## config.mk

```make
export PLATFORM = sky130hd
export DESIGN_NAME = chirp_seq_ctrl_flat
export DESIGN_NICKNAME = d
export VERILOG_FILES = /design/src/rtl/chirp_pkg.sv /design/src/rtl/chirp_seq_ctrl_if.sv /design/src/rtl/chirp_sym_fifo.sv /design/src/rtl/chirp_seq_ctrl.sv /design/src/flat_wrapper.sv
export SDC_FILE = /design/constraint.sdc
export NUM_CORES = 1
export LEC_CHECK = 0
export CAP_MARGIN = 20
export CORE_MARGIN = 1
export CORE_UTILIZATION = 30
export DETAILED_ROUTE_END_ITERATION = 16
export PLACE_DENSITY = 0.5
export SYNTH_ARGS = -nofsm -noshare
export SYNTH_HDL_FRONTEND = slang
export SYNTH_SLANG_ARGS = --single-unit
```

## constraint.sdc

```tcl
create_clock -name i_clk -period 2.6 [get_ports i_clk]
set_input_delay 0.39 -clock i_clk [delete_from_list [all_inputs] [get_ports i_clk]]
set_output_delay 0.39 -clock i_clk [all_outputs]
set_load 0.01 [all_outputs]
```

## src/rtl/chirp_pkg.sv

```systemverilog
// Shared constants for the chirp command parser / sequencer: framing, opcodes,
// SF limits, error-flag bit positions and FSM state encodings.
package chirp_pkg;

    localparam logic [7:0] CMD_HDR    = 8'hA5;

    localparam logic [7:0] OP_SET_SF  = 8'h01;
    localparam logic [7:0] OP_SET_BW  = 8'h02;
    localparam logic [7:0] OP_LOAD    = 8'h03;
    localparam logic [7:0] OP_START   = 8'h04;
    localparam logic [7:0] OP_ABORT   = 8'h05;
    localparam logic [7:0] OP_CLR_ERR = 8'h06;

    localparam logic [7:0] SF_MIN = 8'd7;
    localparam logic [7:0] SF_MAX = 8'd12;

    localparam int unsigned ERR_W         = 4;
    localparam int unsigned ERR_BAD_CMD   = 0;
    localparam int unsigned ERR_BUSY_CFG  = 1;
    localparam int unsigned ERR_FIFO_OVF  = 2;
    localparam int unsigned ERR_BAD_CKSUM = 3;

    typedef enum logic [2:0] {
        P_HDR,
        P_OP,
        P_LEN,
        P_DATA,
        P_CKSUM,
        P_EXEC
    } parser_state_e;

    typedef enum logic [1:0] {
        S_IDLE,
        S_START,
        S_WAIT
    } seq_state_e;

endpackage

```

## src/rtl/chirp_seq_ctrl_if.sv

```systemverilog
// Byte-in / chirp-control bundle between uart_rx, the sequencer and the chirp datapath.
interface chirp_seq_ctrl_if #(
    parameter int unsigned MAX_SF_WIDTH = 8,
    parameter int unsigned BW_BITWIDTH  = 2,
    parameter int unsigned DATA_WIDTH   = 8
);
    logic [DATA_WIDTH-1:0]   i_rx_data;
    logic                    i_rx_valid;
    logic                    i_done_n;
    logic                    o_start;
    logic [DATA_WIDTH-1:0]   o_symbol;
    logic [MAX_SF_WIDTH-1:0] o_sf;
    logic [BW_BITWIDTH-1:0]  o_bw;
    logic                    o_busy;
    logic [3:0]              o_err;

    modport master (
        output i_rx_data, i_rx_valid, i_done_n,
        input  o_start, o_symbol, o_sf, o_bw, o_busy, o_err
    );

    modport slave (
        input  i_rx_data, i_rx_valid, i_done_n,
        output o_start, o_symbol, o_sf, o_bw, o_busy, o_err
    );
endinterface

```

## src/rtl/chirp_sym_fifo.sv

```systemverilog
// Synchronous symbol FIFO with push/pop/flush. Pushes are staged until commit;
// discard rolls staged entries back (tie commit high for plain FIFO behaviour).
module chirp_sym_fifo #(
    parameter int unsigned ADDR_WIDTH = 4,
    parameter int unsigned DATA_WIDTH = 8
) (
    input  logic                  clk,
    input  logic                  rst_n,
    input  logic                  push,
    input  logic [DATA_WIDTH-1:0] push_data,
    input  logic                  commit,
    input  logic                  discard,
    input  logic                  pop,
    input  logic                  flush,
    output logic [DATA_WIDTH-1:0] head_c,
    output logic                  full_c,
    output logic [ADDR_WIDTH:0]   count
);
    localparam int unsigned DEPTH = 1 << ADDR_WIDTH;
    localparam int unsigned CW    = ADDR_WIDTH + 1;

    logic [DATA_WIDTH-1:0] mem [DEPTH];
    logic [ADDR_WIDTH-1:0] wr_ptr, stg_ptr, rd_ptr;
    logic [CW-1:0]         pend;
    logic                  do_pop_c, push_ok_c;
    logic [CW-1:0]         pend_nxt_c;
    logic [ADDR_WIDTH-1:0] stg_nxt_c;

    // Staged entries occupy slots; a same-cycle pop frees one for the push.
    assign full_c     = (count + pend) == CW'(DEPTH);
    assign do_pop_c   = pop && (count != '0);
    assign push_ok_c  = push && (!full_c || do_pop_c);
    assign pend_nxt_c = pend + CW'(push_ok_c);
    assign stg_nxt_c  = stg_ptr + ADDR_WIDTH'(push_ok_c);
    assign head_c     = mem[rd_ptr];

    always_ff @(posedge clk) begin
        if (push_ok_c && !flush) begin
            mem[stg_ptr] <= push_data;
        end
    end

    always_ff @(posedge clk or negedge rst_n) begin
        if (!rst_n) begin
            wr_ptr  <= '0;
            stg_ptr <= '0;
            rd_ptr  <= '0;
            count   <= '0;
            pend    <= '0;
        end else if (flush) begin
            wr_ptr  <= '0;
            stg_ptr <= '0;
            rd_ptr  <= '0;
            count   <= '0;
            pend    <= '0;
        end else begin
            rd_ptr <= rd_ptr + ADDR_WIDTH'(do_pop_c);
            if (commit) begin
                wr_ptr  <= stg_nxt_c;
                stg_ptr <= stg_nxt_c;
                count   <= count + pend_nxt_c - CW'(do_pop_c);
                pend    <= '0;
            end else if (discard) begin
                stg_ptr <= wr_ptr;
                count   <= count - CW'(do_pop_c);
                pend    <= '0;
            end else begin
                stg_ptr <= stg_nxt_c;
                count   <= count - CW'(do_pop_c);
                pend    <= pend_nxt_c;
            end
        end
    end
endmodule

```

## src/rtl/chirp_seq_ctrl.sv

```systemverilog
// UART command parser, SF/BW config registers and chirp start sequencer.
// Optional CHIRP_SEQ_CKSUM_EN adds a trailing XOR checksum byte per frame.
module chirp_seq_ctrl
    import chirp_pkg::*;
#(
    parameter int unsigned MAX_SF_WIDTH = 8,
    parameter int unsigned BW_BITWIDTH  = 2,
    parameter int unsigned ADDR_WIDTH   = 4,
    parameter int unsigned DATA_WIDTH   = 8
) (
    input  logic             i_clk,
    input  logic             i_rst_n,
    chirp_seq_ctrl_if.slave  bus
);
    logic                    rst_meta_n, rst_sync_n;
    parser_state_e           p_state;
    seq_state_e              seq_state, seq_next;
    logic [DATA_WIDTH-1:0]   op, len, cnt, data0;
    logic [MAX_SF_WIDTH-1:0] sf_q;
    logic [BW_BITWIDTH-1:0]  bw_q;
    logic [ERR_W-1:0]        err_q;
    logic [DATA_WIDTH-1:0]   symbol_q;
    logic                    start_q, busy_q;

    logic set_sf_c, set_bw_c, start_c, abort_c, clr_c, bad_cmd_c, busy_cfg_c, ovf_c, bad_cksum_c;
    logic fifo_push_c, fifo_pop_c, fifo_commit_c, fifo_discard_c, fifo_full_c, fifo_empty_c;
    logic [DATA_WIDTH-1:0]   fifo_head_c;
    logic [ADDR_WIDTH:0]     fifo_count;

    // Async assert, synchronous release.
    always_ff @(posedge i_clk or negedge i_rst_n) begin
        if (!i_rst_n) {rst_sync_n, rst_meta_n} <= 2'b00;
        else          {rst_sync_n, rst_meta_n} <= {rst_meta_n, 1'b1};
    end

`ifdef CHIRP_SEQ_CKSUM_EN
    localparam parser_state_e P_AFTER = P_CKSUM;
    logic [DATA_WIDTH-1:0] ck_q;

    always_ff @(posedge i_clk or negedge rst_sync_n) begin
        if (!rst_sync_n) begin
            ck_q <= '0;
        end else if (bus.i_rx_valid) begin
            case (p_state)
                P_OP:          ck_q <= bus.i_rx_data;
                P_LEN, P_DATA: ck_q <= ck_q ^ bus.i_rx_data;
                default:       ck_q <= '0;
            endcase
        end
    end

    assign fifo_commit_c  = (p_state == P_CKSUM) && bus.i_rx_valid && (bus.i_rx_data == ck_q);
    assign fifo_discard_c = (p_state == P_CKSUM) && bus.i_rx_valid && (bus.i_rx_data != ck_q);
    assign bad_cksum_c    = fifo_discard_c;
`else
    localparam parser_state_e P_AFTER = P_EXEC;
    assign fifo_commit_c  = 1'b1;
    assign fifo_discard_c = 1'b0;
    assign bad_cksum_c    = 1'b0;
`endif

    // Frame parser; P_EXEC also accepts a header so back-to-back frames lose nothing.
    always_ff @(posedge i_clk or negedge rst_sync_n) begin
        if (!rst_sync_n) begin
            p_state <= P_HDR;
            op      <= '0;
            len     <= '0;
            cnt     <= '0;
            data0   <= '0;
        end else begin
            case (p_state)
                P_HDR, P_EXEC: begin
                    if (bus.i_rx_valid && bus.i_rx_data == DATA_WIDTH'(CMD_HDR)) p_state <= P_OP;
                    else p_state <= P_HDR;
                end
                P_OP: if (bus.i_rx_valid) begin
                    op      <= bus.i_rx_data;
                    p_state <= P_LEN;
                end
                P_LEN: if (bus.i_rx_valid) begin
                    len     <= bus.i_rx_data;
                    cnt     <= '0;
                    p_state <= (bus.i_rx_data == '0) ? P_AFTER : P_DATA;
                end
                P_DATA: if (bus.i_rx_valid) begin
                    if (cnt == '0) data0 <= bus.i_rx_data;
                    cnt <= cnt + DATA_WIDTH'(1);
                    if (cnt == len - DATA_WIDTH'(1)) p_state <= P_AFTER;
                end
`ifdef CHIRP_SEQ_CKSUM_EN
                P_CKSUM: if (bus.i_rx_valid) p_state <= fifo_commit_c ? P_EXEC : P_HDR;
`endif
                default: p_state <= P_HDR;
            endcase
        end
    end

    // Command decode, active only in the single execute cycle.
    always_comb begin
        set_sf_c   = 1'b0;
        set_bw_c   = 1'b0;
        start_c    = 1'b0;
        abort_c    = 1'b0;
        clr_c      = 1'b0;
        bad_cmd_c  = 1'b0;
        busy_cfg_c = 1'b0;
        if (p_state == P_EXEC) begin
            case (op)
                DATA_WIDTH'(OP_SET_SF): begin
                    if (len != DATA_WIDTH'(1)) bad_cmd_c = 1'b1;
                    else if (busy_q) busy_cfg_c = 1'b1;
                    else if (data0 >= DATA_WIDTH'(SF_MIN) && data0 <= DATA_WIDTH'(SF_MAX)) set_sf_c = 1'b1;
                    else bad_cmd_c = 1'b1;
                end
                DATA_WIDTH'(OP_SET_BW): begin
                    if (len != DATA_WIDTH'(1)) bad_cmd_c = 1'b1;
                    else if (busy_q) busy_cfg_c = 1'b1;
                    else set_bw_c = 1'b1;
                end
                DATA_WIDTH'(OP_LOAD): ;
                DATA_WIDTH'(OP_START): begin
                    if (len != '0 || fifo_empty_c) bad_cmd_c = 1'b1;
                    else start_c = (seq_state == S_IDLE);
                end
                DATA_WIDTH'(OP_ABORT): begin
                    if (len != '0) bad_cmd_c = 1'b1;
                    else abort_c = 1'b1;
                end
                DATA_WIDTH'(OP_CLR_ERR): begin
                    if (len != '0) bad_cmd_c = 1'b1;
                    else clr_c = 1'b1;
                end
                default: bad_cmd_c = 1'b1;
            endcase
        end
    end

    assign fifo_push_c  = (p_state == P_DATA) && bus.i_rx_valid && (op == DATA_WIDTH'(OP_LOAD));
    assign fifo_pop_c   = (seq_state == S_START);
    assign fifo_empty_c = (fifo_count == '0);
    assign ovf_c        = fifo_push_c && fifo_full_c && !fifo_pop_c;

    chirp_sym_fifo #(
        .ADDR_WIDTH (ADDR_WIDTH),
        .DATA_WIDTH (DATA_WIDTH)
    ) u_fifo (
        .clk       (i_clk),
        .rst_n     (rst_sync_n),
        .push      (fifo_push_c),
        .push_data (bus.i_rx_data),
        .commit    (fifo_commit_c),
        .discard   (fifo_discard_c),
        .pop       (fifo_pop_c),
        .flush     (abort_c),
        .head_c    (fifo_head_c),
        .full_c    (fifo_full_c),
        .count     (fifo_count)
    );

    always_ff @(posedge i_clk or negedge rst_sync_n) begin
        if (!rst_sync_n) begin
            sf_q  <= MAX_SF_WIDTH'(SF_MIN);
            bw_q  <= '0;
            err_q <= '0;
        end else begin
            if (set_sf_c) sf_q <= MAX_SF_WIDTH'(data0);
            if (set_bw_c) bw_q <= data0[BW_BITWIDTH-1:0];
            err_q <= (clr_c ? '0 : err_q) | {bad_cksum_c, ovf_c, busy_cfg_c, bad_cmd_c};
        end
    end

    // Sequencer; done_n is ignored while o_start is high, giving 3-cycle minimum spacing.
    always_comb begin
        seq_next = seq_state;
        case (seq_state)
            S_IDLE:  if (start_c) seq_next = S_START;
            S_START: seq_next = S_WAIT;
            S_WAIT:  if (!start_q && !bus.i_done_n) seq_next = fifo_empty_c ? S_IDLE : S_START;
            default: seq_next = S_IDLE;
        endcase
        if (abort_c) seq_next = S_IDLE;
    end

    always_ff @(posedge i_clk or negedge rst_sync_n) begin
        if (!rst_sync_n) begin
            seq_state <= S_IDLE;
            start_q   <= 1'b0;
            symbol_q  <= '0;
            busy_q    <= 1'b0;
        end else begin
            seq_state <= seq_next;
            busy_q    <= (seq_next != S_IDLE);
            start_q   <= (seq_state == S_START) && (seq_next == S_WAIT);
            if ((seq_state == S_START) && (seq_next == S_WAIT)) symbol_q <= fifo_head_c;
        end
    end

    assign bus.o_start  = start_q;
    assign bus.o_symbol = symbol_q;
    assign bus.o_sf     = sf_q;
    assign bus.o_bw     = bw_q;
    assign bus.o_busy   = busy_q;
    assign bus.o_err    = err_q;
endmodule

```

## src/flat_wrapper.sv

```systemverilog
// flat-port wrapper written by rule: the top's interface ports become plain ports
module chirp_seq_ctrl_flat import chirp_pkg::*;
#(
    parameter int unsigned MAX_SF_WIDTH = 8,
    parameter int unsigned BW_BITWIDTH  = 2,
    parameter int unsigned ADDR_WIDTH   = 4,
    parameter int unsigned DATA_WIDTH   = 8
)
  (i_clk, i_rst_n, bus_i_rx_data, bus_i_rx_valid, bus_i_done_n, bus_o_start, bus_o_symbol, bus_o_sf, bus_o_bw, bus_o_busy, bus_o_err);
  chirp_seq_ctrl_if #(.MAX_SF_WIDTH(MAX_SF_WIDTH), .BW_BITWIDTH(BW_BITWIDTH), .DATA_WIDTH(DATA_WIDTH)) bus_i ();
  input  logic i_clk;
  input  logic i_rst_n;
  input wire logic [$bits(bus_i.i_rx_data)-1:0] bus_i_rx_data;
  input wire logic [$bits(bus_i.i_rx_valid)-1:0] bus_i_rx_valid;
  input wire logic [$bits(bus_i.i_done_n)-1:0] bus_i_done_n;
  output wire logic [$bits(bus_i.o_start)-1:0] bus_o_start;
  output wire logic [$bits(bus_i.o_symbol)-1:0] bus_o_symbol;
  output wire logic [$bits(bus_i.o_sf)-1:0] bus_o_sf;
  output wire logic [$bits(bus_i.o_bw)-1:0] bus_o_bw;
  output wire logic [$bits(bus_i.o_busy)-1:0] bus_o_busy;
  output wire logic [$bits(bus_i.o_err)-1:0] bus_o_err;
  assign bus_i.i_rx_data = bus_i_rx_data;
  assign bus_i.i_rx_valid = bus_i_rx_valid;
  assign bus_i.i_done_n = bus_i_done_n;
  assign bus_o_start = bus_i.o_start;
  assign bus_o_symbol = bus_i.o_symbol;
  assign bus_o_sf = bus_i.o_sf;
  assign bus_o_bw = bus_i.o_bw;
  assign bus_o_busy = bus_i.o_busy;
  assign bus_o_err = bus_i.o_err;
  chirp_seq_ctrl #(.MAX_SF_WIDTH(MAX_SF_WIDTH), .BW_BITWIDTH(BW_BITWIDTH), .ADDR_WIDTH(ADDR_WIDTH), .DATA_WIDTH(DATA_WIDTH)) u_core (.i_clk(i_clk), .i_rst_n(i_rst_n), .bus(bus_i));
endmodule
```

== Yosys cells after proc, flatten, opt, wreduce, memory -nomap -nowiden ==
Memory sizes are Yosys's and may differ from the RTL's. A register that Yosys moved wholly into a read port is not among the register bits.
Index checks and enable logic that the tools add are counted.
Storage, ports and cells
  flip-flop bits (word level): 68
  bits in latches: 0
  memory bits (writable): 128
  ROM bits: 0
  bits of input ports: 12
  output and inout bits: 24
  logic and storage cells: 133
  memories: 1
Memories
  u_core.u_fifo.mem: depth 16, width 8, read ports 1, clocked after Yosys merged registers in 1, write ports 1, line chirp_sym_fifo.sv:22  | logic [DATA_WIDTH-1:0] mem [DEPTH];
Cells by class
  add/sub/neg operators: 6
  multipliers: 0
  divide/modulo/power cells: 0
  $lt $le $gt $ge: 2
  equal/unequal tests: 21
  shifts and indexed selects: 0
  muxes and demuxes: 50
  bitwise operators: 1
  reduce and logical (&&, ||, !) cells: 36
Operators with widths (number)
  $mux 1: 32
  $eq 8x3->1 const B: 3
  $eq 8x2->1 const B: 2
  $logic_not 8->1: 2
  $mux 8: 2
  $pmux 8 s2: 1
  $mux 3: 5
  $mux 4: 3
  $pmux 3 s4: 1
  $logic_and 1x1->1: 11
  $add 4x1->4: 2
  $add 8x1->8 const B: 1
  $eq 8x1->1 const B: 1
  $eq 8x8->1: 1
  $eq 8x8->1 const B: 1
  $ge 8x3->1 const B: 1
  $le 8x4->1 const B: 1
  $ne 8x1->1 const B: 1
  $reduce_bool 8->1: 1
  $sub 8x1->8 const B: 1
  $eq 3x2->1 const B: 2
  $logic_not 1->1: 6
  $mux 2: 3
  $ne 2x2->1 const B: 3
  22 further kinds: 29

== Logic depth before layout (Yosys ltp) ==
Gate-level depths: netlist (run 1).
  word-level depth: 10
  depth in mapped cells: 14

== Modules after synthesis ==
Synthesis (run 1) repeated with hierarchy kept, for this count alone.
Second synthesis, totals
  cell total of the unflattened synthesis: 632
  area, all modules: 9494.1 µm²
Modules (own cells, without submodules)
  chirp_sym_fifo: times used 1, cells an instance 361, area each 6470.0 µm², seq. area each 4394.2 µm²
  chirp_seq_ctrl: times used 1, cells an instance 271, area each 3024.2 µm², seq. area each 1555.2 µm²

== Worst setup path after synthesis (run 1) ==
No wires, ideal clock.
  kind: input port to flip-flop
  start point: in bus_i_rx_valid
  end point: reg u_core.u_fifo.count[4]
  library setup time: 0.077 ns
  arrival time: 2.711 ns
  data required time: 2.523 ns
  path slack: -0.188 ns
  stages on the path: 14
  path buffers: 1
  cells stage by stage: clkbuf_1 > nand4b_1 > nor4b_1 > nand4_1 > ha_1 > inv_1 > ha_1 > inv_1 > fa_1 > inv_1 > a21oi_1 > nor2_1 > or3_1 > a21oi_1
Between the ends
  word-level cells in the longest chain between the ends: 6
Ends and longest elaborated chain
  start, declared: line flat_wrapper.sv:14  | input wire logic [$bits(bus_i.i_rx_valid)-1:0] bus_i_rx_valid;
  $logic_and 1x1->1 (2 in series): line chirp_seq_ctrl.sv:138  | assign fifo_push_c = (p_state == P_DATA) && bus.i_rx_valid && (op == DATA_WIDTH'(OP_LOAD));
  $logic_and 1x1->1: line chirp_sym_fifo.sv:32  | assign push_ok_c = push && (!full_c || do_pop_c);
  $add 5x1->5: line chirp_sym_fifo.sv:61  | count <= count + pend_nxt_c - CW'(do_pop_c);
  $sub 5x1->5: line chirp_sym_fifo.sv:61
  $mux 5: line chirp_sym_fifo.sv:50  | end else if (flush) begin
  end signal, assigned: line chirp_sym_fifo.sv:61
  end signal, assigned: line chirp_sym_fifo.sv:65  | count <= count - CW'(do_pop_c);
  end signal, assigned: line chirp_sym_fifo.sv:69  | count <= count - CW'(do_pop_c);
  end, declared: line chirp_sym_fifo.sv:17  | output logic [ADDR_WIDTH:0] count
No other way between the ends.
A chain may end at the register's enable or synchronous reset.

== Worst setup path in the final report (run 1) ==
  start point: reg u_core.p_state[2]
  end point: reg u_core.u_fifo.count[4]
Between the ends
  word-level cells in the longest chain between the ends: 7
  elaborated cells on any way between the ends: 9
Ends and longest elaborated chain
  start, declared: line chirp_seq_ctrl.sv:16  | parser_state_e p_state;
  start signal, assigned: line chirp_seq_ctrl.sv:83  | p_state <= (bus.i_rx_data == '0) ? P_AFTER : P_DATA;
  $eq 3x2->1: line chirp_seq_ctrl.sv:138
  $logic_and 1x1->1 (2 in series): line chirp_seq_ctrl.sv:138
  $logic_and 1x1->1: line chirp_sym_fifo.sv:32
  $add 5x1->5: line chirp_sym_fifo.sv:61
  $sub 5x1->5: line chirp_sym_fifo.sv:61
  $mux 5 *: line chirp_sym_fifo.sv:50
Every way passes the cells marked *; elsewhere a longest branch is shown, timed or not.

==> flow_metrics.env, run 1 <==
export IMPL_synth_async_reset_ratio_pct=36.9
export IMPL_fmax_mhz=375
export IMPL_met2_usage_pct=22.2
export IMPL_drtIter0Drc=336
export IMPL_htreeDepth=1
export IMPL_crit_start="u_core.p_state[2]$_DFFE_PN0P_"
export IMPL_synth_most_common_cell="edfxtp_1"
export IMPL_drc=0
export IMPL_grt_use_met1_pct=20.5
export IMPL_r2r_slack_ns=-0.07
export IMPL_start_util_pct=30.7
export IMPL_peakVddDrop_mv=0.527
export IMPL_worst_slew_pin_slew_ns=0.818
export IMPL_antenna_found_initial=1
export IMPL_synth_top_area_share_pct=44.7
export IMPL_dr_pass1_iters=4
export IMPL_portBuffers=34
export IMPL_grt_util_met3_pct=2.28
export IMPL_critical_path_class="reg2reg"
export IMPL_grt_max_degree=45
export IMPL_crit_required_ns=3.04
export IMPL_multi_input_area_um2=2740
export IMPL_setup_slack_ns=-0.0662
export IMPL_synth_top_area_cell="edfxtp_1"
export IMPL_skew_ns=0.0145
export IMPL_clock_sinks=203
export IMPL_cp_data_arrival_time_ns=3.11
export IMPL_synthFlopType="edfxtp_1"
export IMPL_synth_top_cells_by_count="edfxtp_1, dfrtp_1, nand2_1, nor2_1, mux4_2"
export IMPL_layout_drive_gt1_share_pct=26.1
export IMPL_place_ws_ns=-0.578
export IMPL_wl_per_cell_um=18.8
export IMPL_finalSetupViolCount=2
export IMPL_synth_area_leaders="edfxtp_1, dfrtp_1, mux4_2"
export IMPL_hpwlAfterDp_um=13500
export IMPL_rsz0062_at_grt="true"
export IMPL_cts_made_buffers=23
export IMPL_synthCells=565
export IMPL_hold_class="in2async"
export IMPL_syn_area_um2=8600
export IMPL_clkSlewWorstSetupHoldPaths_ns=0.06
export IMPL_hold_ws_ns=0.0327
export IMPL_postSynthNetCount=592
export IMPL_syn_avg_cell_area_um2=15.2
export IMPL_gp_congestion=0.783
export IMPL_cts_tree="done"
export IMPL_die_w_um=171
export IMPL_synth_cell_type_count=57
export IMPL_track_usage_pct=14.2
export IMPL_slew_viol_final=0
export IMPL_synthToLayoutAreaGrowth_pct=22.8
export IMPL_relSlewSlack_pct=45.4
export IMPL_power_density_nw_per_um2=784
export IMPL_viasPerCell=4.79
export IMPL_ant_nets=0
export IMPL_ios=36
export IMPL_die_area_um2=29400
export IMPL_synth_seq_cells=203
export IMPL_reg2reg_to="u_core.u_fifo.count[4]$_DFF_PN0_"
export IMPL_min_period_over_period_pct=103
export IMPL_yosys_warnings=0
export IMPL_routed_wl_um=19900
export IMPL_insertion_delay_ns=0.52
export IMPL_synth_seq_area_share_pct=66.5
export IMPL_overflow=0
export IMPL_endpoint_kind="register"
export IMPL_min_period_ns=2.67
export IMPL_grt_pass1_vias=5253
export IMPL_cp_start_kind="register"
export IMPL_leakage_nw=3.95
export IMPL_r2r_start="u_core.p_state[2]$_DFFE_PN0P_"
export IMPL_ctsLongestPathBuffers=3
export IMPL_status="finished with violations"
export IMPL_register_area_um2=5730
export IMPL_maxCapViolCount=0
export IMPL_grt_pass1_wl_um=31000
export IMPL_synth_edf_count=128
export IMPL_design_core_area_um2=28000
export IMPL_dr_total_vias=5075
export IMPL_fill_cells=2649
export IMPL_worstPathMaxFanout=2
export IMPL_finalHoldViolations=0
export IMPL_grt_busiest_layer="met2"
export IMPL_fp_dieH_um=171
export IMPL_nets=691
export IMPL_clockRootBuffer="clkbuf_16"
export IMPL_r2r_cells=13
export IMPL_violations="negative setup slack"
export IMPL_rows=61
logic make-up (layout without fill, tap and decap cells):
kind of cell | after synthesis | in the layout | synth area share [%]
flops | 203 | 203 | 66.5
simple gates | 161 | 161 | 10.1
mux | 64 | 64 | 12.5
compound gates | 57 | 57 | 4.42
buf+inv | 44 | 160 | 2.15
xor+xnor | 19 | 19 | 1.93
fa+ha+maj | 15 | 15 | 2.27
other cells | 2 | 3 | 0.0873
through the flow:
step	area (µm²)	cells	total power [W]	utilization [%]	setup TNS [ns]
global route	10600	1059	0.00870	37.7	-0.470
floorplan	8620	565	0.00483	-	-0.0945
global placement	9810	1014	0.00525	35.0	-26.98
finish	10600	1060	0.00829	37.7	-0.121
CTS	10500	1057	0.00837	37.6	-0.203
detailed placement	9810	1014	0.00530	35.0	-30.59
state kept, by name (all words and copies together), names as in the netlist:
name                   flops
u_core.u_fifo.rd_ptr       4
u_core.rst_meta_n          1
u_core.bus.o_start         1
u_core.bus.o_busy          1
u_core.bus.o_err           3
u_core.bus.o_symbol        8
u_core.u_fifo.mem        128
u_core.op                  8
u_core.data0               8
u_core.bus.o_sf            8
u_core.bus.o_bw            2
u_core.len                 8
u_core.u_fifo.count        5
u_core.seq_state           2
u_core.p_state             3
u_core.u_fifo.stg_ptr      4
u_core.rst_sync_n          1
u_core.cnt                 8
report_power, final:
| group | total (W) | internal [W] | switching [W] |
|---|---|---|---|
| combinational | 0.00128 | 0.000639 | 0.000642 |
| sequential | 0.00398 | 0.00370 | 0.000283 |
| clock | 0.00303 | 0.00175 | 0.00128 |
final cells by class:
type,count,share of cell area (%)
timing repair buffer,98,8.00
multi-input combinational,318,25.9
clock inverter,10,0.853
sequential,203,54.2
tap,378,4.48
clock buffer,32,5.77
antenna,1,0.0237
inverter,20,0.710
per-layer routing:
layer	up-vias	part of all wire, %
met5	-	0
met4	0	2.1
met3	27	5.0
met2	118	45
met1	2599	47
li1	2331	-
worst max path at each step:
stage	to	cells after the start	slack, ns
after floorplan	u_core.u_fifo.count[4]$_DFF_PN0_	14	-0.09
after global placement	u_core.u_fifo.count[4]$_DFF_PN0_	14	-0.55
after detailed placement	u_core.u_fifo.count[4]$_DFF_PN0_	14	-0.58
after CTS	u_core.u_fifo.count[4]$_DFF_PN0_	13	-0.16
after global routing	u_core.u_fifo.count[4]$_DFF_PN0_	13	-0.22
final	u_core.u_fifo.count[4]$_DFF_PN0_	13	-0.07
timing repair:
item | 4_1_cts | 5_1_grt
gates resized for setup | 3 | 4
hold buffers | 0 | 0
endpoints found under the setup margin | 1 | 6
pin swaps | 5 | 5
setup buffers | 1 | 2
worst max-delay path, stage by stage (launching register included):
cell,delay [ns]
dfrtp_1,0.37
nand4b_1,0.30
nor4b_4,0.30
nand4_1,0.18
ha_1,0.33
inv_1,0.04
ha_2,0.17
inv_2,0.05
fa_2,0.18
inv_1,0.05
a21oi_2,0.10
nor2_1,0.05
or3_1,0.36
a21oi_2,0.12
cell usage in the layout, fill, tap and decap left out, types with 3 or more instances in the layout:
cell type        count
nand4_1              6
nor3_1               9
nor4b_4              3
dfrtp_1             70
clkinv_2             4
o31ai_1              3
dfstp_2              3
mux2_2              30
nor2_1              35
clkdlybuf4s50_1     34
xor2_1               9
xnor2_1             10
nand3b_1             3
nand3_1              9
a22oi_1             16
or3_1                6
nand2b_1             5
a31oi_1              4
inv_1               19
clkbuf_16           23
and2b_1              5
clkinv_1             3
ha_1                13
nor4_1               4
a21o_1               3
buf_4               62
o21ai_0             13
nor3_2               3
clkbuf_1             9
nor2b_1             11
mux4_2              32
nand2_1             45
edfxtp_1           128
a21oi_1              7
(Power assumes the default switching activity.)
==> run 2, diff against run 1 <==
CAP_MARGIN = 25   (was 20)
CORE_UTILIZATION = 36   (was 30)
PLACE_DENSITY = 0.57   (was 0.5)
SYNTH_HIERARCHICAL = 1   (was not set)
==> flow_metrics.env, run 2 <==
export IMPL_synth_top_area_share_pct=40.5
export IMPL_n_antenna_cell=0
export IMPL_clkSlewWorstSetupHoldPaths_ns=0.06
export IMPL_reg2reg_to="u_core/u_fifo/count[4]$_DFF_PN0_"
export IMPL_critical_path_slowest_cell="dfrtp_1"
export IMPL_ios=36
export IMPL_cpPeakStageDelay_ns=0.39
export IMPL_relSlewSlack_pct=55.0
export IMPL_rows=59
export IMPL_worstPathMaxFanout=2
export IMPL_fp_dieH_um=164
export IMPL_overflow=0
export IMPL_rsz0062_at_grt="true"
export IMPL_ant_nets=0
export IMPL_min_period_over_period_pct=146
export IMPL_violations="negative setup slack"
export IMPL_layout_drive_gt1_share_pct=34.3
export IMPL_leakage_nw=4.65
export IMPL_synthToLayoutAreaGrowth_pct=28.2
export IMPL_hold_ws_ns=0.0374
export IMPL_slew_viol_final=0
export IMPL_worst_slew_pin_slew_ns=0.673
export IMPL_wl_per_cell_um=18.7
export IMPL_status="finished with violations"
export IMPL_setup_slack_ns=-1.20
export IMPL_fin_area_um2=12200
export IMPL_r2r_slack_ns=-1.20
export IMPL_met2_usage_pct=26.9
export IMPL_dr_pass1_iters=4
export IMPL_worstPathCellList="ha_2, fa_2, and3_4, or3_4, a2111oi_4, a21boi_2, ha_2, inv_2, ha_4, inv_2, ha_4, fa_2, a21o_1, a21oi_2, xnor2_1, a211oi_2"
export IMPL_min_period_ns=3.80
export IMPL_finalHoldViolations=0
export IMPL_clock_sinks=212
export IMPL_start_util_pct=36.5
export IMPL_r2r_cells=16
export IMPL_die_w_um=164
export IMPL_grt_pass1_wl_um=32900
export IMPL_nets=801
export IMPL_viasPerCell=5.15
export IMPL_design_core_area_um2=26000
export IMPL_synth_most_common_cell="edfxtp_1"
export IMPL_placed_cells=1062
export IMPL_skew_ns=0.00915
export IMPL_r2r_start="u_core/u_fifo/count[0]$_DFF_PN0_"
export IMPL_final_util_pct=46.8
export IMPL_grt_use_met1_pct=20.8
export IMPL_synth_seq_cells=212
export IMPL_maxCapViolCount=0
export IMPL_fill_cells=2259
export IMPL_routed_wl_um=20800
export IMPL_hpwlAfterDp_um=14300
export IMPL_cp_start_kind="register"
export IMPL_syn_avg_cell_area_um2=15.0
export IMPL_cts_tree="done"
export IMPL_regMostFlops="u_core/u_fifo/mem"
export IMPL_synth_edf_count=128
export IMPL_synth_seq_area_share_pct=62.7
export IMPL_synth_async_reset_ratio_pct=39.6
export IMPL_crit_required_ns=2.99
export IMPL_drtIter0Drc=269
export IMPL_dpl_cell_area_um2=11000
export IMPL_synth_cell_type_count=66
export IMPL_largest_reg_flops=128
export IMPL_insertion_delay_ns=0.51
export IMPL_hold_class="in2async"
export IMPL_clockRootBuffer="clkbuf_16"
export IMPL_die_area_um2=27000
export IMPL_synthFlopType="edfxtp_1"
export IMPL_grt_busiest_layer="met2"
export IMPL_dr_total_vias=5742
export IMPL_final_cell_mix="edfxtp_1, dfrtp_1, buf_4"
export IMPL_antenna_found_initial=0
export IMPL_portBuffers=34
export IMPL_finalSetupViolCount=131
export IMPL_grt_max_degree=83
export IMPL_critical_path_class="reg2reg"
export IMPL_syn_area_um2=9490
export IMPL_htreeDepth=1
export IMPL_synth_top_cells_by_count="edfxtp_1, dfrtp_1, mux4_2, nor2_1, mux2_2"
export IMPL_fmax_mhz=263
export IMPL_drc=0
export IMPL_synthCells=632
export IMPL_cts_made_buffers=24
export IMPL_cp_data_arrival_time_ns=4.19
export IMPL_layout_commonest_cell="edfxtp_1"
export IMPL_layoutNonFillerInstCount=1116
export IMPL_synth_top_area_cell="edfxtp_1"
export IMPL_synth_area_leaders="edfxtp_1, dfrtp_1, mux4_2"
export IMPL_gp_congestion=0.823
export IMPL_grt_pass1_vias=6085
export IMPL_crit_start="u_core/u_fifo/count[0]$_DFF_PN0_"
export IMPL_power_density_nw_per_um2=929
export IMPL_endpoint_kind="register"
export IMPL_yosys_warnings=6
export IMPL_peakVddDrop_mv=0.630
export IMPL_track_usage_pct=15.9
export IMPL_ctsLongestPathBuffers=3
export IMPL_grt_util_met3_pct=2.39
[run 2: cell types whose count changed after synthesis, moves of 9 or more]
cell      change
nand2_1      -13
a21oi_1       +9
a22oi_1      -15
a211oi_1     +12
dfrtp_1       +9
ha_1         +10
[run 2: cell type report]
type	count	area, µm²	area share, %
Clock buffer	32	662	5.44
Clock inverter	12	139	1.14
Inverter	23	86.3	0.709
Multi-Input combinational cell	374	3660	30.0
Sequential cell	212	5950	48.9
Tap cell	335	419	3.44
Timing Repair Buffer	128	1250	10.3
[run 2: how the worst max path moves through the flow]
stage               slack, ns  cells after the start                               end
floorplan               -1.29                     16  u_core/u_fifo/count[4]$_DFF_PN0_
global placement        -1.10                     16  u_core/u_fifo/count[4]$_DFF_PN0_
detailed placement      -1.24                     16  u_core/u_fifo/count[4]$_DFF_PN0_
CTS                     -1.19                     16  u_core/u_fifo/count[4]$_DFF_PN0_
global route            -1.33                     16  u_core/u_fifo/count[4]$_DFF_PN0_
finish                  -1.20                     16  u_core/u_fifo/count[4]$_DFF_PN0_
[run 2: routing by layer]
metal	wire length [µm]	part of all wire, %	vias up
li1	-	-	2670
met1	9180	44	2922
met2	10300	49	105
met3	699	3.4	45
met4	702	3.4	0
met5	0	0	-
[run 2: worst max-delay path: cells and delay by family (launching register included)]
family,cells,cell delay (ns)
buffers and inverters,2,0.08
XOR/XNOR,1,0.15
adder cells (fa/ha/maj),6,1.70
AND/OR/NAND/NOR,2,0.50
flip-flops,1,0.39
AO/OA/AOI/OAI,5,0.88
[run 2: cell families after synthesis]
logic type | synth area share (%)
other | 0.0791
buffers and inverters | 2.21
AO/OA/AOI/OAI | 5.55
flip-flops | 62.7
AND/OR/NAND/NOR | 9.21
adder cells (fa/ha/maj) | 3.69
multiplexers | 14.3
XOR/XNOR | 2.31
[run 2: metrics by stage]
stage                     TNS (ns)  total power (W)  worst slack, ns
after floorplan             -14.79          0.00649            -1.29
after global placement      -29.90          0.00751            -1.10
after detailed placement    -37.68          0.00762            -1.24
after CTS                   -10.94           0.0112            -1.19
after global routing        -21.85           0.0119            -1.33
final                       -10.51           0.0113            -1.20
[run 2: timing repair]
action,in CTS,in global routing
gates cloned,0,3
pin swaps,6,9
buffers inserted,16,4
endpoints found under the hold margin,0,0
resized for setup,28,23
setup endpoints to repair,69,150
hold buffers,0,0
[run 2: power breakdown]
group          total (W)  internal, W  switching (W)
Sequential       0.00436      0.00393       0.000437
Clock            0.00340      0.00209        0.00131
Combinational    0.00355      0.00200        0.00155
==> run 3, diff against run 2 <==
ABC_AREA = 1   (was not set)
SKIP_LAST_GASP = 1   (was not set)
==> flow_metrics.env, run 3 <==
export IMPL_fp_dieH_um=170
export IMPL_ctsLongestPathBuffers=3
export IMPL_synth_most_common_cell="nand2_1"
export IMPL_overflow=0
export IMPL_design_core_area_um2=27800
export IMPL_antenna_found_initial=0
export IMPL_hpwlAfterDp_um=17000
export IMPL_setup_slack_ns=-0.831
export IMPL_synthToLayoutAreaGrowth_pct=25.5
export IMPL_synth_cell_type_count=52
export IMPL_grt_max_degree=67
export IMPL_critical_path_class="reg2reg"
export IMPL_r2r_cells=18
export IMPL_cp_data_arrival_time_ns=3.87
export IMPL_synth_async_reset_ratio_pct=39.6
export IMPL_cts_tree="done"
export IMPL_peakVddDrop_mv=0.417
export IMPL_drtIter0Drc=556
export IMPL_grt_pass1_wl_um=41300
export IMPL_hold_class="in2async"
export IMPL_leakage_nw=5.14
export IMPL_regMostFlops="u_core/u_fifo/mem"
export IMPL_synth_edf_count=128
export IMPL_fin_setup_tns_ns=-4.40
export IMPL_met2_usage_pct=31.4
export IMPL_dr_pass1_iters=5
export IMPL_start_util_pct=36.6
export IMPL_drc=0
export IMPL_skew_ns=0.0216
export IMPL_relSlewSlack_pct=56.1
export IMPL_layout_drive_gt1_share_pct=19.4
export IMPL_ios=36
export IMPL_grt_util_met3_pct=3.42
export IMPL_cp_start_kind="register"
export IMPL_gp_congestion=0.794
export IMPL_grt_pass1_vias=7435
export IMPL_synth_top_area_share_pct=37.8
export IMPL_min_period_over_period_pct=132
export IMPL_synthFlopType="edfxtp_1"
export IMPL_fmax_mhz=292
export IMPL_crit_start="u_core/u_fifo/count[0]$_DFF_PN0_"
export IMPL_clockRootBuffer="clkbuf_16"
export IMPL_yosys_warnings=6
export IMPL_wl_per_cell_um=16.5
export IMPL_grt_use_met1_pct=24.6
export IMPL_finalSetupViolCount=41
export IMPL_htreeDepth=1
export IMPL_syn_avg_cell_area_um2=9.74
export IMPL_status="finished with violations"
export IMPL_synth_top_cells_by_count="nand2_1, nor2_1, edfxtp_1, inv_1, o21ai_0"
export IMPL_track_usage_pct=18.5
export IMPL_endpoint_kind="register"
export IMPL_syn_area_um2=10200
export IMPL_r2r_slack_ns=-0.83
export IMPL_layout_commonest_cell="nand2_1"
export IMPL_synth_seq_cells=212
export IMPL_r2r_start="u_core/u_fifo/count[0]$_DFF_PN0_"
export IMPL_maxCapViolCount=0
export IMPL_portBuffers=34
export IMPL_totalPowerFinal_w=0.00955
export IMPL_synth_area_leaders="edfxtp_1, dfrtp_1, nand2_1"
export IMPL_cts_made_buffers=25
export IMPL_clkSlewWorstSetupHoldPaths_ns=0.06
export IMPL_place_ws_ns=-0.853
export IMPL_rsz0062_at_grt="true"
export IMPL_insertion_delay_ns=0.53
export IMPL_die_area_um2=28900
export IMPL_nets=1210
export IMPL_crit_required_ns=3.04
export IMPL_min_period_ns=3.43
export IMPL_viasPerCell=4.81
export IMPL_reg2reg_to="u_core/u_fifo/count[2]$_DFF_PN0_"
export IMPL_synth_top_area_cell="edfxtp_1"
export IMPL_grt_busiest_layer="met2"
export IMPL_final_cell_mix="nand2_1, nor2_1, edfxtp_1"
export IMPL_slew_viol_final=0
export IMPL_routed_wl_um=25900
export IMPL_ant_nets=0
export IMPL_worst_slew_pin_slew_ns=0.652
export IMPL_cts_hold_buf=0
export IMPL_dr_total_vias=7552
export IMPL_clock_sinks=212
export IMPL_worstPathMaxFanout=2
export IMPL_die_w_um=170
export IMPL_synth_seq_area_share_pct=58.5
export IMPL_rows=61
export IMPL_largest_reg_flops=128
export IMPL_n_antenna_cell=0
export IMPL_finalHoldViolations=0
export IMPL_power_density_nw_per_um2=748
export IMPL_synthCells=1045
export IMPL_violations="negative setup slack"
==> run 3: routing by layer <==
layer,share of wire [%],routed length (µm),up-vias
met5,0,0,-
met4,1.5,393,0
met3,4.9,1260,31
met2,48,12500,130
met1,45,11800,3640
li1,-,-,3751
==> run 3: how the worst max path moves through the flow <==
| stage | end | slack [ns] | depth (start not counted) |
|---|---|---|---|
| after floorplan | u_core/u_fifo/count[4]$_DFF_PN0_ | -0.73 | 19 |
| after global placement | u_core/u_fifo/count[4]$_DFF_PN0_ | -0.75 | 19 |
| after detailed placement | u_core/u_fifo/count[4]$_DFF_PN0_ | -0.85 | 19 |
| after CTS | u_core/u_fifo/count[4]$_DFF_PN0_ | -0.79 | 19 |
| after global routing | u_core/u_fifo/count[4]$_DFF_PN0_ | -0.97 | 19 |
| final | u_core/u_fifo/count[2]$_DFF_PN0_ | -0.83 | 18 |
==> run 3: kinds of logic (layout without fill, tap and decap cells) <==
kind of cell    after synthesis  count (layout)  synth area share (%)
other cells                   2               5                0.0738
xor+xnor                     12              12                  1.03
buf+inv                     144             287                  6.21
compound gates              180             180                  10.2
simple gates                469             469                  20.7
flops                       212             212                  58.5
fa+ha+maj                    26              26                  3.34
==> run 3: metrics by stage <==
stage	cell area, µm²	instances	hold slack (ns)	util [%]
2_1_floorplan	10200	1048	0.0944	-
3_3_place_gp	11500	1497	0.335	41.3
3_5_place_dp	11500	1497	0.350	41.3
4_1_cts	12500	1553	0.0252	44.8
5_1_grt	12800	1569	0.0267	46.0
6_report	12800	1569	0.0396	46.0
==> run 3: critical path, stage by stage (launching register included) <==
cell and delay (ns):
dfrtp_1 0.39, ha_2 0.22, fa_2 0.45, or2_1 0.22, nor2_2 0.13, nand4_2 0.10, and2_4 0.17, ha_4 0.27
inv_4 0.03, ha_4 0.24, inv_2 0.04, ha_4 0.16, fa_2 0.39, nand2_2 0.07, buf_4 0.10, buf_6 0.08
buf_6 0.08, nand3_2 0.06, o22ai_1 0.16
==> run 3: final cells by class <==
| type | instances | area (µm²) |
|---|---|---|
| Inverter | 111 | 434 |
| Multi-Input combinational cell | 692 | 3860 |
| Clock inverter | 17 | 88.8 |
| Sequential cell | 212 | 5960 |
| Tap cell | 378 | 473 |
| Fill cell | 2648 | 15000 |
| Timing Repair Buffer | 130 | 1320 |
| Clock buffer | 29 | 641 |
==> run 3: where the power goes <==
group / internal [W] / switching [W]
sequential: 0.00383 / 0.000248
clock: 0.00176 / 0.00139
combinational: 0.000948 / 0.00137
==> run 3: repair_timing <==
action | CTS | global route
pin swaps | 13 | 17
buffers inserted | 11 | 17
hold endpoints to repair | 0 | 0
endpoints found under the setup margin | 72 | 130
gates resized for setup | 33 | 20
